## src/rtl/quadrature_decoder.sv

```systemverilog
// Quadrature encoder decoder: synchronizes and glitch-filters channels A/B, then
// turns legal Gray-code transitions into step strobes, direction and a wrapping position.
module quadrature_decoder #(
    parameter int unsigned FILTER_CYCLES = 16,
    parameter int unsigned ERR_WIDTH     = 16
) (
    input  logic                  clock,
    input  logic                  system_reset,
    input  logic                  enc_a,
    input  logic                  enc_b,
    input  logic                  position_clear,
    output logic                  step_pulse,
    output logic                  direction,
    output logic signed [31:0]    position,
    output logic [ERR_WIDTH-1:0]  error_count,
    output logic                  error_flag
);

    localparam logic [15:0] FILT_LAST = 16'(FILTER_CYCLES - 1);

    logic [1:0]  meta_r;
    logic [1:0]  sync_r;
    logic [1:0]  filt_r;
    logic [1:0]  prev_r;
    logic [15:0] cnt_a_r;
    logic [15:0] cnt_b_r;
    logic        prime_r;
    logic        armed_r;
    logic [1:0]  change_s;
    logic        legal_s;
    logic        illegal_s;
    logic        fwd_s;
    logic        settled_s;

    // Next {filtered level, counter} for one channel.
    function automatic logic [16:0] filter_step(input logic sync, input logic filt,
                                                input logic [15:0] cnt);
        if (sync == filt) begin
            filter_step = {filt, 16'd0};
        end else if (cnt == FILT_LAST) begin
            filter_step = {sync, 16'd0};
        end else begin
            filter_step = {filt, cnt + 16'd1};
        end
    endfunction

    // Pair ordering is {a,b}; forward runs 00->10->11->01->00.
    function automatic logic step_is_forward(input logic [1:0] prev, input logic [1:0] cur);
        case ({prev, cur})
            4'b00_10, 4'b10_11, 4'b11_01, 4'b01_00: step_is_forward = 1'b1;
            default:                                 step_is_forward = 1'b0;
        endcase
    endfunction

    // Two-flop synchronizers for both channels.
    always_ff @(posedge clock or posedge system_reset) begin
        if (system_reset) begin
            meta_r <= 2'b00;
            sync_r <= 2'b00;
        end else begin
            meta_r <= {enc_a, enc_b};
            sync_r <= meta_r;
        end
    end

    // Independent glitch filters for A and B.
    always_ff @(posedge clock or posedge system_reset) begin
        if (system_reset) begin
            filt_r  <= 2'b00;
            cnt_a_r <= 16'd0;
            cnt_b_r <= 16'd0;
        end else begin
            {filt_r[1], cnt_a_r} <= filter_step(sync_r[1], filt_r[1], cnt_a_r);
            {filt_r[0], cnt_b_r} <= filter_step(sync_r[0], filt_r[0], cnt_b_r);
        end
    end

    // Transition classification; nothing is decoded until the post-reset level has settled,
    // so a pair already non-zero at reset release only initializes the previous pair.
    always_comb begin
        change_s  = filt_r ^ prev_r;
        legal_s   = 1'b0;
        illegal_s = 1'b0;
        fwd_s     = 1'b0;
        settled_s = prime_r && (meta_r == sync_r) && (sync_r == filt_r);
        if (armed_r) begin
            case (change_s)
                2'b01, 2'b10: begin
                    legal_s = 1'b1;
                    fwd_s   = step_is_forward(prev_r, filt_r);
                end
                2'b11:   illegal_s = 1'b1;
                default: legal_s   = 1'b0;
            endcase
        end else begin
            legal_s   = 1'b0;
            illegal_s = 1'b0;
        end
    end

    // Previous filtered pair and post-reset arming.
    always_ff @(posedge clock or posedge system_reset) begin
        if (system_reset) begin
            prev_r  <= 2'b00;
            prime_r <= 1'b0;
            armed_r <= 1'b0;
        end else begin
            prev_r  <= filt_r;
            prime_r <= 1'b1;
            if (settled_s) begin
                armed_r <= 1'b1;
            end
        end
    end

    // Registered outputs; position_clear overrides position and error state only.
    always_ff @(posedge clock or posedge system_reset) begin
        if (system_reset) begin
            step_pulse  <= 1'b0;
            direction   <= 1'b1;
            position    <= 32'sd0;
            error_count <= {ERR_WIDTH{1'b0}};
            error_flag  <= 1'b0;
        end else begin
            step_pulse <= legal_s;
            if (legal_s) begin
                direction <= fwd_s;
            end
            if (position_clear) begin
                position    <= 32'sd0;
                error_count <= {ERR_WIDTH{1'b0}};
                error_flag  <= 1'b0;
            end else begin
                if (legal_s) begin
                    position <= fwd_s ? position + 32'sd1 : position - 32'sd1;
                end
                if (illegal_s) begin
                    if (error_count != {ERR_WIDTH{1'b1}}) begin
                        error_count <= error_count + ERR_WIDTH'(1);
                    end
                    error_flag <= 1'b1;
                end
            end
        end
    end

endmodule

```

## config.mk

```make
export PLATFORM = sky130hd
export DESIGN_NAME = quadrature_decoder
export DESIGN_NICKNAME = d
export VERILOG_FILES = /design/src/rtl/quadrature_decoder.sv
export SDC_FILE = /design/constraint.sdc
export NUM_CORES = 1
export LEC_CHECK = 0
export ABC_AREA = 1
export BUFFER_PORTS_ARGS = -buffer_cell sky130_fd_sc_hd__clkbuf_2
export CELL_PAD_IN_SITES_DETAIL_PLACEMENT = 2
export CELL_PAD_IN_SITES_GLOBAL_PLACEMENT = 2
export CORE_MARGIN = 2
export CORE_UTILIZATION = 30
export DETAILED_ROUTE_END_ITERATION = 12
export PLACE_DENSITY = 0.71
export SLEW_MARGIN = 25
export SYNTH_ARGS = -nofsm -noshare
export SYNTH_HDL_FRONTEND = slang
export SYNTH_SLANG_ARGS = --single-unit
```

## constraint.sdc

```tcl
create_clock -name clock -period 4.4 [get_ports clock]
set_clock_uncertainty 0.15 [all_clocks]
set_input_delay 0 -clock clock [delete_from_list [all_inputs] [get_ports clock]]
set_output_delay 0 -clock clock [all_outputs]
set_load 0.01 [all_outputs]
```

==> results of run 1 <==
metal layers:
metal	wire, µm	vias up	track usage [%]
li1	-	3248	-
met1	10800	3159	26.9
met2	10600	51	33.6
met3	423	12	2.09
met4	235	0	4.76
met5	0	-	0
worst max-delay path: cells and delay by family, from the launching register on:
| family | cells | cell delay (ns) |
|---|---|---|
| DFF | 1 | 0.45 |
| buffers and inverters | 3 | 0.59 |
| xor gates and xnor gates | 1 | 0.20 |
| and+or+nand+nor | 12 | 1.62 |
| adders and majority gates | 2 | 0.68 |
registers in the layout (all words and copies together), names as in the netlist, 2 cells and up:
| register | flops |
|---|---|
| meta_r | 2 |
| cnt_a_r | 16 |
| sync_r | 2 |
| prev_r | 2 |
| filt_r | 2 |
| error_count | 16 |
| position | 32 |
| cnt_b_r | 16 |
synthesized netlist by cell type, types with 2 or more instances:
cell type  count  area [µm²]
inv_2          4        15.0
nor3b_2        2        25.0
nand3_1       57         285
or2_2          3        18.8
xor2_1        18         158
a21oi_1       42         210
xnor2_1        6        52.6
o31ai_1        6        45.0
nor3_2         3        30.0
nand4_1       22         138
ha_1          41         513
nand2_1      341        1280
nand3_2        3        30.0
inv_1        167         627
dfrtp_1       92        2300
nor3_1        20         100
o21ai_1        6        30.0
nor2_2         5        31.3
nor2_4         3        33.8
nor4_1         2        12.5
o21ai_0       28         140
o21bai_1       2        15.0
buf_2          6        30.0
nand2_2        6        37.5
buf_6          2        22.5
nor2_1        86         323
clkbuf_1       2        7.51
kinds of logic after synthesis:
kind of cell | after synthesis | synth area share [%]
adders and majority gates | 42 | 7.91
DFF | 93 | 34.6
xor gates and xnor gates | 24 | 3.12
and+or+nand+nor | 560 | 36.0
buffers and inverters | 184 | 10.6
other | 1 | 0.0557
AOI/OAI and AO/OA | 93 | 7.73
layout by cell type (no fill, tap or decap), drive strengths merged, types with 2 or more instances in the layout:
cell type and instances:
nor3b 3, xnor2 6, o21bai 2, nand2 347, o21ai 35, nor3 24
dfrtp 92, nor4 4, nand3 60, inv 174, a21oi 42, clkbuf 65
ha 41, nand4 22, a22oi 2, xor2 18, clkinv 4, nor2 94
buf 4, dlygate4sd3 4, or2 4, o31ai 6
power groups by stage:
stage / Clock [W] / Sequential (W) / Combinational [W]
finish: 0.000784 / 0.000880 / 0.000186
global route: 0.000845 / 0.000883 / 0.000216
CTS: 0.000822 / 0.000880 / 0.000191
detailed placement: 0 / 0.000897 / 0.000187
global placement: 0 / 0.000897 / 0.000181
floorplan: 0 / 0.000896 / 0.000127
cell type report:
type	instances	area (µm²)	share of cell area [%]
timing repair buffer	63	358	4.67
inverter	172	648	8.46
clock buffer	10	229	2.99
tap	280	350	4.57
multi-input combinational	720	3700	48.2
clock inverter	6	53.8	0.702
sequential	93	2330	30.4
how the worst max path moves through the flow:
stage | from | endpoint | slack (ns) | cells past startpoint
2_1_floorplan | filt_r[0] | position[30] | 0.61 | 16
3_3_place_gp | filt_r[1] | position[23] | 0.68 | 18
3_5_place_dp | filt_r[1] | position[31] | 0.55 | 18
4_1_cts | filt_r[1] | position[29] | 0.53 | 18
5_1_grt | filt_r[1] | position[23] | 0.23 | 18
6_report | filt_r[1] | position[29] | 0.59 | 18
what timing repair did:
item	in CTS	in global routing
hold buffers	4	0
setup buffers	0	0
hold endpoints to repair	68	0
per-stage QoR:
step                      total power [W]  setup WS [ns]  hold slack (ns)
after floorplan                   0.00102          0.611           -0.119
after global placement            0.00108          0.681          -0.0407
after detailed placement          0.00108          0.550          -0.0400
after CTS                         0.00189          0.531            0.115
after global routing              0.00194          0.234            0.131
final                             0.00185          0.585            0.126
==> impl_summary.txt, run 1 <==
----------------------------------------------------
[Outcome]
  Status ... finished, final reports clean

[Logic synthesis]
  Number of synthesized flops with an enable pin ... 0
  Gate Count Post-Synth ... 997
  Commonest register cell after synthesis ... dfrtp_1
  Syn Area/Cell ... 6.76 µm²
  Ys async rst share ... 100%
  Number of register bits inferred by synthesis ... 93
  Number of nets produced by synthesis ... 1044
  Post-synthesis instance area ... 6740 µm²
  Total of warnings raised by yosys ... 0
  Post-synthesis sequential area ratio ... 34.6%
  Cell variety after synth ... 49

[Routing]
  DRC violation count after routing ... 0
  Length of the first detailed-routing pass in iterations ... 4
  Final routed wirelength across all metal layers ... 22.1 mm
  Average routed wire per standard cell ... 16.4 µm
  Iter 0 DRT Violations ... 152
  Antenna Nets Post-Route ... 0
  Overall via count from detail_route ... 6470
  Vias per inst ... 4.81

[Setup path]
  Crit Path Max Fanout ... 23
  FF-to-FF End ... position[29]
  Worst path slowest cell ... dfrtp_1
  Startpoint of the lowest-slack register-to-register path ... filt_r[1]
  Worst setup EP type ... flop
  Crit Path Class ... reg2reg
  R2r worst-path depth ... 18
  Slack of the worst reg-to-reg path ... 0.59 ns
  Required time worst endpoint ... 4.50 ns
  Worst-path cell chain ... xor2_1 > ha_1 > nand2_1 > inv_1 > nand3_2 > buf_12 > ha_1 > nand2_1 > inv_1 > nand2_1 > nor3_1 > nand2_1 > nand2_1 > nand2_1 > nand2_1 > nand2_1 > nand3_1 > nand2_1
  Startpoint types ... flop
  Most used cell along the critical path ... nand2_1
  Largest incremental delay on the critical path ... 0.45 ns
  Worst Path Arrival ... 3.91 ns

[Clock network]
  H-tree level count ... 3
  Root buffer cell ... clkbuf_16
  CTS clock-pin slew for the worst setup and hold paths ... 0.07 ns
  CTS sink cnt ... 93
  TritonCTS clock tree ... built
  Post-cts resize count ... 0
  Max clock buf depth ... 2
  Number of buffers created by CTS ... 9
  Clock Latency Late Sink ... 0.36 ns

[Layout]
  Share of layout cells above drive strength 1 ... 10.6%
  Post-route cell area ... 7660 µm²
  Fill cells ... 2695
  Area Growth Syn to Fin ... 13.8%
  Non-Filler Instances ... 1344
  Antenna diode instance count ... 0
  Number of nets in the layout ... 1106
  Final Util ... 34.9%

[Power and ir drop]
  Net switching share of the total power ... 28.8%
  Part of the total power dissipated in combinational logic ... 10.0%
  Clock share of power ... 42.4%
  Share of power burned in registers ... 47.6%
  Cell internal pwr ... 0.00132 W
  Net load switching power ... 0.000533 W
  Total power divided by cell area ... 241 nW/µm²
  Worst IR Drop VDD ... 0.000165 V
  Leak pwr ... 4.15 nW

[Place]
  DP Area ... 7340 µm²
  Count of placed standard cells including taps ... 1324
  Placed wire-length estimate ... 17.5 mm
  IO buf count ... 55
  Weighted congestion at the end of routability-driven global placement ... 0.786

[Floorplan]
  Horiz. Die Dim ... 154 µm
  Initial Utilization ... 30.7%
  Placement row count ... 54
  Die H ... 154 µm
  Number of placed I/O pins ... 56
  Die ar. ... 23700 µm²
  Core ar. ... 22000 µm²

[GRT]
  Maximum number of pins on one net before global-route repair ... 62
  Global-route congestion overflow total ... 0
  Wire length of the first global-routing pass ... 37.2 mm
  Antenna violations before repair ... 0
  Total global-route track usage ... 19.7%
  Via count of the first global-routing pass ... 7019

[Hold path]
  Cell depth of the worst hold path ... 2
  Hold/Removal Path Class ... in2reg
  Hold path start ... enc_b
  End of the worst hold path ... meta_r[0]

[Timing]
  Hold Vio Cnt, Final ... 0
  Max transition margin ... 43.4%
  Maximum clock rate ... 0.262 GHz
  Measured slew at the worst slew-check pin ... 0.849 ns
  Final period demand of the worst path ... 3.81 ns
  Setup TNS ... 0 ns
  Total setup violations reported at the end of the flow ... 0
  Part of the cycle the worst path needs ... 86.7%
  Setup repair after global routing missed its margin ... no
  Number of slew-limit violations in the final report ... 0

[Flow run]
  Number of maximum-capacitance constraint violations ... 0

----------------------------------------------------
Power figures use the tool's default switching activity.
==> inputs of run 2 (changes only) <==
ABC_AREA = unset   (was 1)
ABC_CLOCK_PERIOD_IN_PS = 4400   (was unset)
PLACE_DENSITY = 0.66   (was 0.71)
==> run 2 against run 1 <==
- core utilization rose by 0.21 points
- via count shrank 27%
- non-clock buffer count did not move
- highest routed layer unchanged
- synthesized area shrank 16%
- largest power group unchanged
==> impl_summary.txt, run 2 <==
----------------------------------------------------
[Hold path]
  Hold/Removal Path Class ... in2reg
  Cell depth of the worst hold path ... 2
  End of the worst hold path ... error_count[7]
  Hold path start ... position_clear

[GRT]
  Antenna violations before repair ... 0
  Maximum number of pins on one net before global-route repair ... 61
  Global-route congestion overflow total ... 0
  Wire length of the first global-routing pass ... 27.1 mm
  Total global-route track usage ... 16.9%
  Via count of the first global-routing pass ... 5229

[Place]
  Placed wire-length estimate ... 11.5 mm
  IO buf count ... 55
  Weighted congestion at the end of routability-driven global placement ... 0.776
  DP Area ... 6140 µm²

[Routing]
  Final routed wirelength across all metal layers ... 16.0 mm
  Overall via count from detail_route ... 4749
  Vias per inst ... 5.21
  Highest signal layer in the routed design ... met4
  Length of the first detailed-routing pass in iterations ... 4
  Average routed wire per standard cell ... 17.6 µm
  Met3 Routed Length ... 457 µm
  Iter 0 DRT Violations ... 119
  Antenna Nets Post-Route ... 0
  Detailed-route wire length on metal 1 ... 7.41 mm
  Routed length on met2 ... 8.02 mm
  DRC violation count after routing ... 0

[Timing]
  Max transition margin ... 48.2%
  Final period demand of the worst path ... 4.08 ns
  Number of slew-limit violations in the final report ... 0
  Worst hold slack after final layout ... 0.130 ns
  Setup repair after global routing missed its margin ... no
  Total setup violations reported at the end of the flow ... 0
  Hold Vio Cnt, Final ... 0
  Maximum clock rate ... 0.245 GHz
  Measured slew at the worst slew-check pin ... 0.776 ns
  Setup TNS ... 0 ns
  Part of the cycle the worst path needs ... 92.7%

[Setup path]
  Crit Path Class ... reg2reg
  Startpoint of the lowest-slack register-to-register path ... filt_r[1]
  Worst-path cell chain ... xor2_1 > ha_1 > nand2_1 > inv_1 > nand3_4 > buf_4 > ha_1 > a21o_1 > or2_2 > a211oi_1 > o41ai_2 > o211ai_1 > o21ai_1 > xnor2_1 > o21ai_1
  Worst Path Arrival ... 4.17 ns
  Worst path slowest cell ... dfrtp_1
  Crit Path Max Fanout ... 16
  Slack of the worst reg-to-reg path ... 0.32 ns
  Launching instance or port of the critical path ... filt_r[1]
  R2r worst-path depth ... 15
  Largest incremental delay on the critical path ... 0.48 ns
  Required time worst endpoint ... 4.50 ns
  Startpoint types ... flop
  Worst setup EP type ... flop
  FF-to-FF End ... position[26]

[Layout]
  Fill cells ... 2070
  Number of nets in the layout ... 720
  Antenna diode instance count ... 0
  Storage cell area ... 2330 µm²
  Post-route cell area ... 6520 µm²
  Max FFs per register ... 32
  Area of combinational cells with multiple inputs ... 3180 µm²
  Share of layout cells above drive strength 1 ... 14.3%
  Most common cell after layout, fill and taps aside ... dfrtp_1
  Final Util ... 35.1%
  Area Growth Syn to Fin ... 15.8%
  Commonest cells after routing, fill and taps aside ... dfrtp_1, nand2_1, nor2_1
  Largest register by flop count ... position

[Logic synthesis]
  Cell variety after synth ... 55
  Commonest register cell after synthesis ... dfrtp_1
  Number of nets produced by synthesis ... 672
  Gate Count Post-Synth ... 625
  Post-synthesis sequential area ratio ... 41.3%
  Dominant cell type by area after synthesis ... dfrtp_1
  Number of register bits inferred by synthesis ... 93
  Commonest cells in the synthesized netlist ... dfrtp_1, nand2_1, nor2_1
  Cell with the most instances after synthesis ... dfrtp_1
  Ys async rst share ... 100%
  Syn Area/Cell ... 9.01 µm²
  Post-synthesis instance area ... 5630 µm²
  Cell types with the largest area share after synthesis ... dfrtp_1, ha_1, xor2_1, nand2_1, xnor2_1
  Number of synthesized flops with an enable pin ... 0
  Total of warnings raised by yosys ... 0
  Fraction of post-synthesis cell area in the top cell type by area ... 40.9%

[Clock network]
  CTS clock-pin slew for the worst setup and hold paths ... 0.08 ns
  H-tree level count ... 3
  TritonCTS clock tree ... built
  Root buffer cell ... clkbuf_16
  Max clock buf depth ... 2
  Clock Latency Late Sink ... 0.36 ns
  CTS sink cnt ... 93
  Number of buffers created by CTS ... 9
  Post-CTS setup buffer count ... 0

[Power and ir drop]
  Share of power burned in registers ... 47.3%
  Net load switching power ... 0.000480 W
  Overall power consumption ... 0.00184 W
  Worst IR Drop VDD ... 0.000176 V
  Net switching share of the total power ... 26.1%
  Part of the total power dissipated in combinational logic ... 5.6%
  Cell internal pwr ... 0.00136 W
  Clock share of power ... 47.0%
  Total power divided by cell area ... 283 nW/µm²
  Leak pwr ... 3.22 nW

[Floorplan]
  Number of placed I/O pins ... 56
  Placement row count ... 50
  Die ar. ... 19900 µm²
  Core ar. ... 18600 µm²
  Die H ... 141 µm
  Horiz. Die Dim ... 141 µm
  Initial Utilization ... 30.3%

[Flow run]
  Number of maximum-capacitance constraint violations ... 0

[Outcome]
  Status ... finished, final reports clean

----------------------------------------------------
[run 2: changes by cell type after synthesis, sizes merged, moves of 16 or more]
cell and change:
and3 +16, inv -159, clkbuf +16, xnor2 +28, a21oi +16, nor3 -18
nand3 -33, nor2 -30, xor2 +22, a21o +16, nand2 -262
[run 2: worst max-delay path: cells and delay by family (launching register included)]
family,cells,cell delay (ns)
AO/OA/AOI/OAI,6,1.16
XOR/XNOR,2,0.39
adder cells (fa/ha/maj),2,0.69
buffers and inverters,2,0.50
flip-flops,1,0.48
AND/OR/NAND/NOR,3,0.59
[run 2: repair_timing]
item	CTS	global route
hold buffers	3	0
endpoints found under the setup margin	0	8
resized for setup	0	4
endpoints found under the hold margin	61	0
[run 2: how the worst max path moves through the flow]
stage	cells after the start	endpoint	slack, ns
2_1_floorplan	17	position[24]	0.06
3_3_place_gp	15	position[24]	0.33
3_5_place_dp	15	position[24]	0.15
4_1_cts	15	position[24]	0.06
5_1_grt	16	position[29]	0.02
6_report	15	position[26]	0.32
[run 2: area by class of cell]
cell class	count	area share [%]
clock buffer	9	3.45
clock inverter	7	1.57
inverter	12	0.729
multi-input combinational	494	48.8
sequential	93	35.7
tap	234	4.49
timing repair buffer	63	5.29
[run 2: logic make-up after synthesis]
family | share of synthesized area, %
mux | 0.577
compound gates | 14.6
buf+inv | 2.93
simple gates | 19.5
xor+xnor | 11.5
other cells | 0.0666
fa+ha+maj | 9.46
flops | 41.3
[run 2: power by group through the flow]
stage           logic, W  clock network [W]  registers [W]
2_1_floorplan  0.0000733                  0       0.000887
3_3_place_gp   0.0000997                  0       0.000889
3_5_place_dp    0.000103                  0       0.000890
4_1_cts         0.000106           0.000898       0.000873
5_1_grt         0.000118           0.000934       0.000875
6_report        0.000104           0.000867       0.000873
[run 2: per-stage QoR]
| step | worst slack, ns | cells |
|---|---|---|
| 6_report | 0.322 | 912 |
| 5_1_grt | 0.0158 | 912 |
| 2_1_floorplan | 0.0580 | 625 |
| 3_3_place_gp | 0.332 | 892 |
| 3_5_place_dp | 0.146 | 892 |
| 4_1_cts | 0.0635 | 911 |
[run 2: metal layers]
| metal | vias up | global-route usage (%) |
|---|---|---|
| met5 | - | 0 |
| met4 | 0 | 3.79 |
| met3 | 9 | 3.60 |
| met2 | 42 | 29.3 |
| met1 | 2409 | 21.7 |
| li1 | 2289 | - |
